$ cat config.mk
export PLATFORM = sky130hd
export DESIGN_NAME = booth_mul_seq
export DESIGN_NICKNAME = d
export VERILOG_FILES = /design/src/rtl/booth_mul_seq.sv
export SDC_FILE = /design/constraint.sdc
export NUM_CORES = 1
export LEC_CHECK = 0
export ABC_AREA = 1
export BUFFER_PORTS_ARGS = -buffer_cell sky130_fd_sc_hd__buf_2
export CORE_ASPECT_RATIO = 1.2
export CORE_MARGIN = 2
export CORE_UTILIZATION = 39
export DETAILED_ROUTE_END_ITERATION = 10
export MAX_ROUTING_LAYER = met4
export SYNTH_ARGS = -nofsm -noshare
export SYNTH_HDL_FRONTEND = slang
export SYNTH_SLANG_ARGS = --single-unit
$ cat constraint.sdc
create_clock -name clk -period 5.2 [get_ports clk]
set_input_delay 1.56 -clock clk [delete_from_list [all_inputs] [get_ports clk]]
set_output_delay 1.56 -clock clk [all_outputs]
set_load 0.02 [all_outputs]
$ cat src/rtl/booth_mul_seq.sv
// booth_mul_seq: sequential radix-2 Booth multiplier shared by two requesters.
//
// Two requesters arbitrate round-robin for a single multiply engine. An
// accepted X*Y takes WIDTH Booth steps (one per clock) and the signed
// 2*WIDTH-bit product is then held on the result port until the consumer
// takes it.
//
// Ports:
//   clk, rst_n            clock, synchronous active-low reset
//   reqN_valid/reqN_ready requester N handshake (N = 0, 1)
//   reqN_x, reqN_y        signed multiplier X / multiplicand Y of requester N
//   res_valid/res_ready   result handshake
//   res_data              signed product X*Y
//   res_id                requester index that issued the product
//   busy                  engine not in IDLE
module booth_mul_seq #(
    parameter int WIDTH = 16
) (
    input  logic               clk,
    input  logic               rst_n,
    input  logic               req0_valid,
    output logic               req0_ready,
    input  logic [WIDTH-1:0]   req0_x,
    input  logic [WIDTH-1:0]   req0_y,
    input  logic               req1_valid,
    output logic               req1_ready,
    input  logic [WIDTH-1:0]   req1_x,
    input  logic [WIDTH-1:0]   req1_y,
    output logic               res_valid,
    input  logic               res_ready,
    output logic [2*WIDTH-1:0] res_data,
    output logic               res_id,
    output logic               busy
);

    localparam int CW = $clog2(WIDTH + 1);

    typedef enum logic [1:0] {IDLE, RUN, DONE} state_t;

    state_t                 state;
    logic                   last_grant;
    logic                   grant;
    logic                   idle_ok;
    logic                   take1;
    logic [CW-1:0]          count;
    // hi carries one guard bit so that subtracting the most negative Y
    // (i.e. adding 2^(WIDTH-1)) cannot overflow.
    logic signed [WIDTH:0]  hi;
    logic signed [WIDTH:0]  y_ext;
    logic [WIDTH-1:0]       lo;
    logic                   e;
    logic                   id;
    logic signed [WIDTH:0]  sum;
    logic signed [WIDTH:0]  hi_nxt;
    logic [WIDTH-1:0]       lo_nxt;

    // Round-robin: a lone requester wins; on a tie the one not served last.
    always_comb begin
        grant = 1'b0;
        if (req0_valid && req1_valid)
            grant = ~last_grant;
        else if (req1_valid)
            grant = 1'b1;
    end

    assign idle_ok    = rst_n && (state == IDLE);
    assign req0_ready = idle_ok && req0_valid && !grant;
    assign req1_ready = idle_ok && req1_valid && grant;
    assign take1      = req1_ready;
    assign busy       = (state != IDLE);

    // One Booth step: add/subtract Y on the {lo[0],E} pair, then an
    // arithmetic right shift of the {hi,lo} pair.
    always_comb begin
        sum = hi;
        case ({lo[0], e})
            2'b10:   sum = hi - y_ext;
            2'b01:   sum = hi + y_ext;
            default: sum = hi;
        endcase
        hi_nxt = {sum[WIDTH], sum[WIDTH:1]};
        lo_nxt = {sum[0], lo[WIDTH-1:1]};
    end

    always_ff @(posedge clk) begin
        if (!rst_n) begin
            state      <= IDLE;
            last_grant <= 1'b1;
            count      <= '0;
            hi         <= '0;
            lo         <= '0;
            e          <= 1'b0;
            y_ext      <= '0;
            id         <= 1'b0;
            res_valid  <= 1'b0;
            res_data   <= '0;
            res_id     <= 1'b0;
        end else begin
            case (state)
                IDLE: begin
                    if (req0_ready || req1_ready) begin
                        hi         <= '0;
                        lo         <= take1 ? req1_x : req0_x;
                        y_ext      <= take1 ? {req1_y[WIDTH-1], req1_y}
                                            : {req0_y[WIDTH-1], req0_y};
                        e          <= 1'b0;
                        count      <= '0;
                        id         <= take1;
                        last_grant <= take1;
                        state      <= RUN;
                    end
                end
                RUN: begin
                    hi    <= hi_nxt;
                    lo    <= lo_nxt;
                    e     <= lo[0];
                    count <= count + CW'(1);
                    if (count == CW'(WIDTH - 1)) begin
                        state     <= DONE;
                        res_valid <= 1'b1;
                        res_data  <= {hi_nxt[WIDTH-1:0], lo_nxt};
                        res_id    <= id;
                    end
                end
                DONE: begin
                    if (res_ready) begin
                        state     <= IDLE;
                        res_valid <= 1'b0;
                    end
                end
                default: state <= IDLE;
            endcase
        end
    end

endmodule
Word level (Yosys, flattened, before mapping). Index checks and enable logic that the tools add are counted.

Output and inout bits: 37. Bits of input ports: 69. Logic and storage cells: 60. Flip-flop bits (word level): 94.

Reductions and logical operators: 17. Bitwise gates (word level): 1. Equality and inequality tests: 8. Add/subtract/negate cells: 3. Mux-type cells: 20.

Operators by type and width (count): $pmux W17 S2 (2); $mux W17 (2); $mux W16 (2); $pmux W16 S2 (1); $add A17 B17 Y17 (1); $sub A17 B17 Y17 (1); $pmux W5 S2 (1); $logic_and A1 B1 Y1 (6); $mux W2 (3); $pmux W2 S3 (1); $reduce_and A2 Y1 (3); $reduce_and A3 Y1 (2); $reduce_bool A2 Y1 (3); $add A5 B1 Y5 const B (1); $eq A5 B4 Y1 const B (1); $mux W1 (5); $mux W5 (1); $eq A2 B1 Y1 const B (2); $eq A2 B2 Y1 const B (2); $ne A2 B2 Y1 const B (2); $pmux W1 S2 (2); $logic_not A2 Y1 (1); $ne A2 B1 Y1 const B (1); $logic_not A1 Y1 (1); other kinds (2) (2).

Longest topological paths before layout. Gate-level depths: netlist of run 1.

Depth after elaboration: 7. Depth in mapped cells: 22. Mapped depth without buffers: 22.

Least setup slack after synthesis of run 1. No wires, ideal clock.

Path type: input-to-output. From: in rst_n. To: out req1_ready. Data required time: 3.640 ns. Buffers on the path: 2. Path slack: 1.340 ns. Cell stages on the path: 6. Arrival time: 2.300 ns. Cells stage by stage: buf_4 > inv_2 > nor2_4 > nand2_4 > inv_2 > buf_2.

Word-level cells in the longest chain between the ends: 3.

Ends and longest elaborated chain: start, declared (line 20) `input logic rst_n,`; $logic_and A1 B1 Y1 (line 66) `assign idle_ok = rst_n && (state == IDLE);`; $logic_and A1 B1 Y1 (2 in a row) (line 68) `assign req1_ready = idle_ok && req1_valid && grant;`; end, declared (line 26) `output logic req1_ready,`.

Every way passes these cells.

Final worst setup path of run 1.
From: in req0_valid. To: out req1_ready.

Word-level cells in the longest chain between the ends: 3.

Ends and longest elaborated chain: start, declared (line 21) `input logic req0_valid,`; $logic_and A1 B1 Y1 (line 60) `if (req0_valid && req1_valid)`; $mux W1 (line 60); $logic_and A1 B1 Y1 (line 68).

Every way passes these cells.

==> summary.txt, run 1 <==
Outcome
  – Outcome: finished clean

Worst setup path
  – Most used cell, CP: buf_2
  – R2r startpoint: lo[0]
  – Worst EP required: 3.64 ns
  – Arr. time, crit path: 2.50 ns
  – Setup CP Type: in2out
  – Startpoint Class: input port
  – Critical path cell sequence: buf_2 -> a21boi_1 -> nand2_4 -> inv_2 -> buf_2
  – Crit path max-delay cell type: nand2_4
  – Max incr delay on CP: roughly 0.28 ns
  – Worst Setup End Kind: output port
  – Reg-to-Reg End: res_data[28]
  – Setup slack, reg-to-reg: about 2.1 ns
  – Critical path peak fanout: 36
  – R2R depth: 19

STA
  – Rel. slew slack: ~50%
  – Period utilisation layout: between 70% and 80%
  – RSZ-0062 raised after global routing: no
  – Highest Clock Rate: ~250 MHz
  – Max Slew Vio Count: 0
  – Clk_skew: roughly 0.0096 ns
  – Pin slew with the least headroom to its limit: 0.756 ns
  – Final-report hold violation count: 0
  – Final Critical Period: roughly 4.1 ns
  – Final setup viols: 0
  – Hold slack: 0.460 ns
  – Post-route setup TNS: 0 ns

Drt
  – Routed WL per cell: around 14 um
  – Initial DRC Count: 189
  – Wl on met1: approximately 6300 um
  – Top layer in use: met4
  – Drt pass-1 iters: 6
  – Via count: between 5000 and 6000
  – Metal2 WL: ~7600 um
  – Number of nets with antenna violations after routing: 0
  – Vias per cell: approximately 5
  – Residual DRC count: 0
  – Final WL: between 10000 and 15000 um
  – Met3 wire length: around 480 um

Die
  – Die Height: 132 um
  – Core area: 13300 um^2
  – Core Rows: 46
  – Full die area: about 15000 um^2
  – Die Wd: around 110 um
  – Initial Utilization: between 40% and 50%
  – IO Pins: ~110

Placement
  – Dpl hpwl: between 10000 and 15000 um
  – DP Area: just under 6000 um^2
  – Routability congestion estimate: 0.848
  – IO buf count: 105

Synthesis
  – Top FF cell, synth: dfxtp_1
  – Mean Syn Cell Area: roughly 6.8 um^2
  – Asr flop ratio synth: 0%
  – Mapped Cells: approximately 800
  – Syn Std Cell Area: 5320 um^2
  – Synth warn: 0
  – EDFF count, synth: 0
  – Synth unique cells: 47
  – Sequential element share of the synthesized area: about a third
  – Syn nets: ~880
  – Synth Register Bits: 92

Job
  – Max Cap Violations: 0

Clock tree
  – CTS tree: built
  – Worst-Skew Late Latency: approximately 0.34 ns
  – H-tree levels: 3
  – CTS Buffer Depth: 2
  – Clock Tree Root: clkbuf_16
  – Clock Sinks: slightly above 90
  – Clock-pin slew on the worst setup and hold paths: around 0.07 ns
  – # resized after CTS: 0
  – CTS buffer count: 9
  – CTS Hold Bufs: 0
  – Post-CTS Setup Inserts: 0

Layout
  – Final Cell Area: around 6200 um^2
  – Register Area: between 1500 and 2000 um^2
  – Share of layout cells above drive strength 1: between 10% and 20%
  – Synthesis-to-layout area growth: 15.9%
  – Area occupied by multi-input gates: 2950 um^2
  – # diodes: 0
  – Fillers: approximately 1400
  – Fin nets: around 960

Power and ir drop
  – Flop pwr share: between 30% and 40%
  – Switching part of the total: around a third
  – Net switching power: around 700 uW
  – Gate power share: roughly 28%
  – Worst VDD drop: between 150 and 200 uV
  – Pwr dens: around 320 nW/um^2
  – Int Pwr: 1280 uW
  – Lkg Pwr: a little over 0.003 uW
  – Clock share of power: 32.0%

Hold path
  – Worst hold stages: 2
  – Hold EP: res_data[13]
  – Hold Path Class: reg2reg
  – Beginning of the worst hold path: res_data[13]

Global routing
  – Largest net degree at the start of global routing: 61
  – Global-route wire length before repair: about 24000 um
  – Total global routing overflow: 0
  – Initial antenna violation count: 0
  – Vias in the first global route: ~5000
  – GRT Total Usage: between 20 and 25%
## layer usage
layer  vias to the layer above  track usage [%]
met5                         -                -
met4                         0             6.60
met3                        16             2.80
met2                        84             36.9
met1                      2347             23.8
li1                       2748                -
## placed cells by master, fill, tap and decap left out, drive strengths merged, types with 6 or more instances in the layout
cell and instances:
nand3 34, inv 88, buf 109, o21ai 60, or2 8, o21bai 11
nand2 233, dfxtp 92, ha 21, nor3 6, a31oi 27, nor2 61
xor2 8, clkbuf 10, a21oi 61
## sequential cells by signal, indices dropped and copies added, names as in the netlist
register	count
res_data	32
state	2
e	1
y_ext	16
res_valid	1
last_grant	1
lo	16
res_id	1
hi	16
count	5
id	1
## cell usage after synthesis, types with 2 or more instances
cell type | instances | area, um^2
a31oi_1 | 27 | 169
buf_6 | 3 | 33.8
or2_2 | 5 | 31.3
buf_2 | 14 | 70.1
o31ai_1 | 2 | 15.0
o21ai_0 | 58 | 290
or2_0 | 2 | 12.5
nand3b_1 | 2 | 15.0
ha_1 | 21 | 263
nand2_4 | 2 | 22.5
nor3_1 | 6 | 30.0
o211ai_1 | 2 | 15.0
nor2_4 | 3 | 33.8
o21bai_1 | 11 | 82.6
o21ai_1 | 2 | 10.0
a21boi_1 | 2 | 15.0
clkbuf_1 | 14 | 52.6
xnor2_1 | 5 | 43.8
o311ai_1 | 2 | 17.5
inv_1 | 79 | 297
a21o_1 | 4 | 30.0
nand2_2 | 2 | 12.5
dfxtp_1 | 92 | 1840
nand3_1 | 34 | 170
inv_2 | 7 | 26.3
o221ai_1 | 4 | 35.0
a21oi_1 | 61 | 305
nor2_1 | 56 | 210
nand2_1 | 229 | 860
xor2_1 | 8 | 70.1
o22ai_1 | 3 | 18.8
buf_4 | 5 | 37.5
o21a_1 | 2 | 15.0
nand4_1 | 4 | 25.0
## worst max-delay path by stage
stage,cells after the start,end,startpoint
6_report,5,req1_ready,req0_valid
5_1_grt,5,req1_ready,req0_valid
4_1_cts,5,req1_ready,req0_valid
3_5_place_dp,5,req1_ready,req0_valid
3_3_place_gp,5,req1_ready,req0_valid
2_1_floorplan,6,req1_ready,rst_n
## logic make-up (layout without fill, tap and decap cells)
logic type / after synthesis / after routing / synth area share (%)
AND/OR/NAND/NOR: 348 / 348 / 27.4
AO/OA/AOI/OAI: 187 / 187 / 20.7
buffers and inverters: 124 / 211 / 9.88
flip-flops: 92 / 92 / 34.6
adder cells (fa/ha/maj): 22 / 22 / 5.32
XOR/XNOR: 13 / 13 / 2.14
## per-stage QoR
step           cells  total power (uW)  setup WS [ns]  util, %
2_1_floorplan    786              1210           1.34        -
3_3_place_gp    1025              1350           1.12     44.2
3_5_place_dp    1025              1350           1.12     44.2
4_1_cts         1041              1990           1.12     46.4
5_1_grt         1041              2090           1.00     46.4
6_report        1041              1960           1.14     46.4
## critical path: cells and delay by family
| kind | cells | cell delay (ns) |
|---|---|---|
| compound gates | 1 | 0.26 |
| buf+inv | 3 | 0.39 |
| simple gates | 1 | 0.28 |
## layout make-up
class                   instances  share of cell area, %
clock buffers                  10                   3.88
clock inverters                 6                  0.731
well taps                     168                   3.41
repair buffers                109                   9.01
multi-input cells             570                   47.9
flip-flops and latches         92                   29.9
inverters                      86                   5.24
## power groups by stage
stage,Combinational [uW],Sequential (uW),Clock [uW]
final,557,779,628
after global routing,635,785,670
after detailed placement,558,795,0
after floorplan,431,782,0
after global placement,557,795,0
after CTS,561,779,647
(Power assumes the default switching activity.)
==> inputs of run 2 (changes only) <==
clock period = 3.6 ns   (was 5.2 ns; I/O delays follow)
==> summary.txt, run 2 (synthesis results as in run 1) <==
Clock tree
  – CTS Buffer Depth: 2 (unchanged)
  – Post-CTS Setup Inserts: 0 (unchanged)
  – Clock Sinks: 92 (unchanged)
  – Clock-pin slew on the worst setup and hold paths: 0.07 ns (about the same)
  – Clock Tree Root: clkbuf_16
  – CTS buffer count: 9 (unchanged)
  – H-tree levels: 3 (unchanged)
  – CTS tree: built
  – # resized after CTS: 0 (unchanged)
  – Worst-Skew Late Latency: 0.35 ns (about the same)
  – CTS Hold Bufs: 0 (unchanged)

Die
  – Core Rows: 46 (unchanged)
  – Die Wd: 111 um (unchanged)
  – Initial Utilization: 40.0% (unchanged)
  – Die Height: 132 um (unchanged)
  – IO Pins: 106 (unchanged)
  – Full die area: 14600 um^2 (unchanged)
  – Core area: 13300 um^2 (unchanged)

Layout
  – Fin nets: 963 (+0.42%)
  – Share of layout cells above drive strength 1: 17.6% (+0.26 points)
  – Util after Layout: 46.9% (+0.52 points)
  – Most frequent cells in the layout: 229 x nand2_1, 105 x buf_2, 92 x dfxtp_1, 79 x inv_1, 61 x a21oi_1
  – Register Area: 1840 um^2 (unchanged)
  – Largest Register: res_data
  – Area occupied by multi-input gates: 2950 um^2 (unchanged)
  – Most common cell after layout, fill and taps aside: nand2_1
  – Fillers: 1371 (-2.7%)
  – # diodes: 0 (unchanged)
  – Synthesis-to-layout area growth: 17.2%
  – Post-route insts no fill: 1045 (+0.38%)
  – Max reg flops: 32 (unchanged)

STA
  – RSZ-0062 raised after global routing: no
  – Clk_skew: 0.00975 ns (+0.000159 ns)
  – Post-route setup TNS: 0 ns (unchanged)
  – Final setup viols: 0 (unchanged)
  – Highest Clock Rate: between 300 and 400 MHz
  – Rel. slew slack: 48.6% (-0.93 points)
  – Final-report hold violation count: 0 (unchanged)
  – Max Slew Vio Count: 0 (unchanged)
  – Final Critical Period: ~3 ns
  – Final WS setup: 0.590 ns (-0.547 ns)
  – Period utilisation layout: between 80% and 90%
  – Pin slew with the least headroom to its limit: 0.770 ns (+0.0139 ns)

Drt
  – Initial DRC Count: 222 (+17%)
  – Vias per cell: 5.05 (+1.2%)
  – Via count: 5277 (+1.6%)
  – Routed WL per cell: 14.2 um (+0.97%)
  – Drt pass-1 iters: 4 (-2)
  – Number of nets with antenna violations after routing: 0 (unchanged)
  – Final WL: 14900 um (+1.4%)
  – Residual DRC count: 0 (unchanged)

Power and ir drop
  – Flop pwr share: 37.8% (-1.9 points)
  – Net switching power: 1010 uW (+47%)
  – Lkg Pwr: 0.00311 uW (+1.3%)
  – Worst VDD drop: 367 uV (+110%)
  – Gate power share: 27.1% (-1.3 points)
  – Clock share of power: 35.1% (+3.1 points)
  – Int Pwr: 1980 uW (+55%)
  – Switching part of the total: 33.8% (-1.2 points)
  – Pwr dens: 479 nW/um^2 (+50%)

Job
  – Max Cap Violations: 0 (unchanged)

Global routing
  – Initial antenna violation count: 0 (unchanged)
  – Largest net degree at the start of global routing: 61 (unchanged)
  – GRT Total Usage: 21.4% (+0.73 points)
  – Global-route wire length before repair: 24900 um (+3.1%)
  – Vias in the first global route: 5187 (+3.3%)
  – Total global routing overflow: 0 (unchanged)

Outcome
  – Outcome: finished clean

Worst setup path
  – Worst EP required: 3.85 ns (+0.21 ns)
  – Arr. time, crit path: 3.26 ns (+0.76 ns)
  – Setup CP Type: reg2reg
  – Critical path peak fanout: 14 (-61%)
  – Startpoint Class: register
  – Worst Setup End Kind: register

Placement
  – Routability congestion estimate: 0.937 (+10%)
  – Inst Count DP: 1029 (+0.39%)
  – Dpl hpwl: 11000 um (+2.9%)
  – Pre-CTS setup slack: 0.602 ns (-0.522 ns)
  – IO buf count: 105 (unchanged)

Hold path
  – Hold Path Class: reg2reg
-- run 2: cell type report --
| class | count | share of cell area, % |
|---|---|---|
| clock buffers | 10 | 3.67 |
| clock inverters | 6 | 1.51 |
| inverters | 86 | 5.18 |
| multi-input cells | 570 | 47.3 |
| flip-flops and latches | 92 | 29.5 |
| well taps | 168 | 3.37 |
| repair buffers | 113 | 9.39 |
-- run 2: power groups by stage --
| stage | registers (uW) | logic, uW | clock network (uW) |
|---|---|---|---|
| 4_1_cts | 1130 | 811 | 1060 |
| 5_1_grt | 1140 | 936 | 1100 |
| 3_3_place_gp | 1150 | 810 | 0 |
| 2_1_floorplan | 1130 | 622 | 0 |
| 3_5_place_dp | 1150 | 807 | 0 |
| 6_report | 1130 | 809 | 1050 |
-- run 2: per-stage QoR --
stage                     power [uW]  cell area [um^2]  hold WS (ns)
after global placement          1960              5910         0.452
final                           2980              6230         0.458
after detailed placement        1960              5910         0.453
after floorplan                 1750              5320         0.429
after CTS                       3000              6230         0.465
after global routing            3170              6230         0.471
-- run 2: final timing paths --
kind | from | to | slack [ns] | cells after the start
setup / recovery | lo[0] | res_data[31] | 0.59 | 19
hold / removal | res_data[7] | res_data[7] | 0.46 | 2
hold reg to reg | res_data[7] | res_data[7] | 0.46 | 2
setup reg to reg | lo[0] | res_data[31] | 0.59 | 19
-- run 2: worst max-delay path, cell delays in order, from the launching register on --
cell and delay, ns:
dfxtp_1 0.31, inv_1 0.07, ha_1 0.42, inv_1 0.24, nand2_1 0.14, o21ai_0 0.11
xor2_1 0.18, ha_1 0.34, nand2_1 0.15, inv_1 0.05, a21oi_1 0.13, nand2_1 0.15
nand2_1 0.10, nand2_1 0.05, nand2_1 0.07, nand3_1 0.07, nand2_1 0.09, nand2_1 0.06
o21bai_1 0.12, inv_1 0.05
-- run 2: layer usage --
layer,GRT usage [%],part of all wire (%),vias up
met5,-,0,-
met4,8.40,2.8,0
met3,3.26,4.0,30
met2,37.3,50,115
met1,24.6,43,2381
li1,-,-,2751
==> inputs of run 3 (changes only) <==
ABC_AREA = 0   (was 1)
clock period = 2.85 ns   (was 3.6 ns; I/O delays follow)
==> summary.txt, run 3 <==
Clock tree
  – CTS buffer count: 9 (unchanged)
  – Worst-Skew Late Latency: 0.35 ns (about the same)
  – CTS Buffer Depth: 2 (unchanged)
  – Clock Sinks: 92 (unchanged)
  – Clock-pin slew on the worst setup and hold paths: 0.07 ns (about the same)
  – CTS tree: built
  – Clock Tree Root: clkbuf_16
  – H-tree levels: 3 (unchanged)
  – CTS Hold Bufs: 0 (unchanged)

Worst setup path
  – R2R depth: 12 (-7)
  – Critical Path Sink: hi[15]
  – Worst setup path start: y_ext[3]
  – Worst EP required: 3.12 ns (-0.73 ns)
  – Startpoint Class: register
  – Worst Setup End Kind: register
  – Critical path peak fanout: 3 (-11)
  – Setup CP Type: reg2reg
  – Arr. time, crit path: 3.78 ns (+0.52 ns)
  – Reg-to-Reg End: hi[15]
  – R2r startpoint: y_ext[3]
  – Setup slack, reg-to-reg: -0.66 ns (-1.25 ns)

STA
  – Pin slew with the least headroom to its limit: 0.714 ns (-0.0568 ns)
  – Final WS setup: -0.660 ns (-1.25 ns)
  – Hold slack: 0.456 ns (-0.00225 ns)
  – Rel. slew slack: 52.4% (+3.8 points)
  – RSZ-0062 raised after global routing: yes
  – Final setup viols: 20 (+20)
  – Highest Clock Rate: 285 MHz (-14%)
  – Final-report hold violation count: 0 (unchanged)
  – Final Critical Period: 3.51 ns (+0.500 ns)
  – Clk_skew: 0.00994 ns (+0.000188 ns)
  – Period utilisation layout: 123% (+40 points)
  – Max Slew Vio Count: 0 (unchanged)

Global routing
  – Largest net degree at the start of global routing: 69 (+13%)
  – Vias in the first global route: 5272 (+1.6%)
  – Global-route wire length before repair: 25000 um (+0.36%)
  – Total global routing overflow: 0 (unchanged)
  – GRT Total Usage: 23.9% (+2.5 points)
  – Initial antenna violation count: 0 (unchanged)

Layout
  – Max reg flops: 32 (unchanged)
  – Share of layout cells above drive strength 1: 35.1% (+18 points)
  – Synthesis-to-layout area growth: 40.9%
  – # diodes: 0 (unchanged)
  – Most common cell after layout, fill and taps aside: nand2_1
  – Area occupied by multi-input gates: 3180 um^2 (+7.7%)
  – Most frequent cells in the layout: 106 x nand2_1, 105 x buf_2, 88 x dfxtp_1, 80 x nor2_1, 79 x buf_4
  – Register Area: 1850 um^2 (+0.27%)
  – Post-route insts no fill: 972 (-7.0%)
  – Final Cell Area: 6890 um^2 (+11%)
  – Fin nets: 897 (-6.9%)
  – Largest Register: res_data
  – Fillers: 1176 (-14%)

Outcome
  – Failing checks: negative setup slack
  – Outcome: complete, but fails checks

Power and ir drop
  – Worst VDD drop: 427 uV (+16%)
  – Total Power: 3960 uW (+33%)
  – Lkg Pwr: 0.00295 uW (-5.3%)
  – Pwr dens: 574 nW/um^2 (+20%)

Synthesis
  – Top FF cell, synth: dfxtp_1
  – Mapped Cells: 636 (-19%)
  – Area leader, netlist: dfxtp_1
  – Mean Syn Cell Area: 7.69 um^2 (+14%)
  – Synth unique cells: 55 (+17%)
  – Syn Std Cell Area: 4890 um^2 (-8.1%)
  – Main area contributors after synthesis: dfxtp_1 38%, nand2_1 8.3%, a21oi_1 7.0%
  – Most frequent cell after synthesis: nand2_1
  – Synth Register Bits: 92 (unchanged)
  – Post-synth top cells: 108 x nand2_1, 92 x dfxtp_1, 84 x nor2_1
  – Synth top area share: 37.7% (+3.0 points)
  – Synth warn: 0 (unchanged)
  – Syn nets: 727 (-17%)
  – Asr flop ratio synth: 0% (unchanged)
  – Sequential element share of the synthesized area: 37.7% (+3.0 points)
  – EDFF count, synth: 0 (unchanged)

Die
  – IO Pins: 106 (unchanged)
  – Die Wd: 106 um (-4.0%)
  – Core Rows: 44 (-4.3%)
  – Initial Utilization: 40.2% (+0.18 points)
  – Full die area: 13500 um^2 (-7.8%)
  – Die Height: 127 um (-4.0%)
  – Core area: 12200 um^2 (-8.5%)

Placement
  – Dpl hpwl: 11300 um (+3.0%)
  – Inst Count DP: 943 (-8.4%)
  – Routability congestion estimate: 0.845 (-9.8%)
  – IO buf count: 105 (unchanged)
  – DP Area: 6130 um^2 (+3.7%)

Drt
  – Vias per cell: 5.28 (+4.5%)
  – Residual DRC count: 0 (unchanged)
  – Drt pass-1 iters: 6 (+2)
  – Via count: 5131 (-2.8%)
  – Final WL: 15300 um (+3.1%)
  – Number of nets with antenna violations after routing: 0 (unchanged)
  – Initial DRC Count: 277 (+25%)
  – Routed WL per cell: 15.8 um (+11%)

Job
  – Max Cap Violations: 0 (unchanged)

Hold path
  – Hold Path Class: reg2reg
  – Worst hold stages: 2 (unchanged)
-- run 3: critical path, stage by stage, from the launching register on --
cell	delay [ns]
dfxtp_2	0.32
or4_4	0.53
or3_4	0.38
o41ai_2	0.30
xnor2_1	0.22
ha_1	0.31
a21oi_1	0.21
o21ai_2	0.08
a21oi_1	0.13
o41a_1	0.19
mux2_4	0.31
or3_1	0.30
a31oi_1	0.15
-- run 3: what timing repair did --
item	CTS	global route
pin swaps	16	40
endpoints found under the setup margin	21	24
resized for setup	45	46
buffers inserted	6	9
-- run 3: area by class of cell --
class                      instances  share of cell area [%]
sequential                        92                    26.8
inverter                          20                    1.13
clock buffer                       9                    3.27
clock inverter                     7                    1.29
timing repair buffer             197                    18.5
multi-input combinational        486                    46.1
tap                              161                    2.92
-- run 3: logic make-up (layout without fill, tap and decap cells) --
| family | Yosys count | count (layout) | synth area share (%) |
|---|---|---|---|
| simple gates | 248 | 248 | 21.6 |
| compound gates | 179 | 179 | 23.5 |
| flops | 92 | 92 | 37.7 |
| buf+inv | 58 | 233 | 4.45 |
| xor+xnor | 26 | 26 | 4.66 |
| fa+ha+maj | 22 | 22 | 5.78 |
| mux | 11 | 11 | 2.38 |
-- run 3: routing by layer --
| metal | global-route usage [%] | vias up | wire [um] |
|---|---|---|---|
| met2 | 40.5 | 119 | 7820 |
| li1 | - | 2584 | - |
| met3 | 4.57 | 33 | 598 |
| met1 | 27.7 | 2395 | 6470 |
| met5 | - | - | 0 |
| met4 | 9.67 | 0 | 461 |
-- run 3: how the worst min path moves through the flow --
| stage | from | end | slack (ns) |
|---|---|---|---|
| floorplan | id | res_id | 0.43 |
| global placement | res_data[4] | res_data[4] | 0.44 |
| global route | res_data[5] | res_data[5] | 0.48 |
| detailed placement | res_data[5] | res_data[5] | 0.45 |
| CTS | res_data[5] | res_data[5] | 0.46 |
| finish | res_data[13] | res_data[13] | 0.46 |
-- run 3: through the flow --
stage | utilization, % | setup WS (ns) | TNS [ns]
after global placement | 50.4 | -0.620 | -6.68
after global routing | 56.6 | -0.766 | -9.72
final | 56.6 | -0.660 | -6.83
after detailed placement | 50.4 | -0.707 | -7.60
after floorplan | - | -0.482 | -1.60
after CTS | 54.5 | -0.627 | -6.16
-- run 3: power by group --
group / internal (uW) / total [uW] / switching [uW] / leakage, uW
Clock: 700 / 1260 / 562 / 0.000150
Sequential: 1340 / 1390 / 48.5 / 0.000749
Combinational: 634 / 1310 / 673 / 0.00205
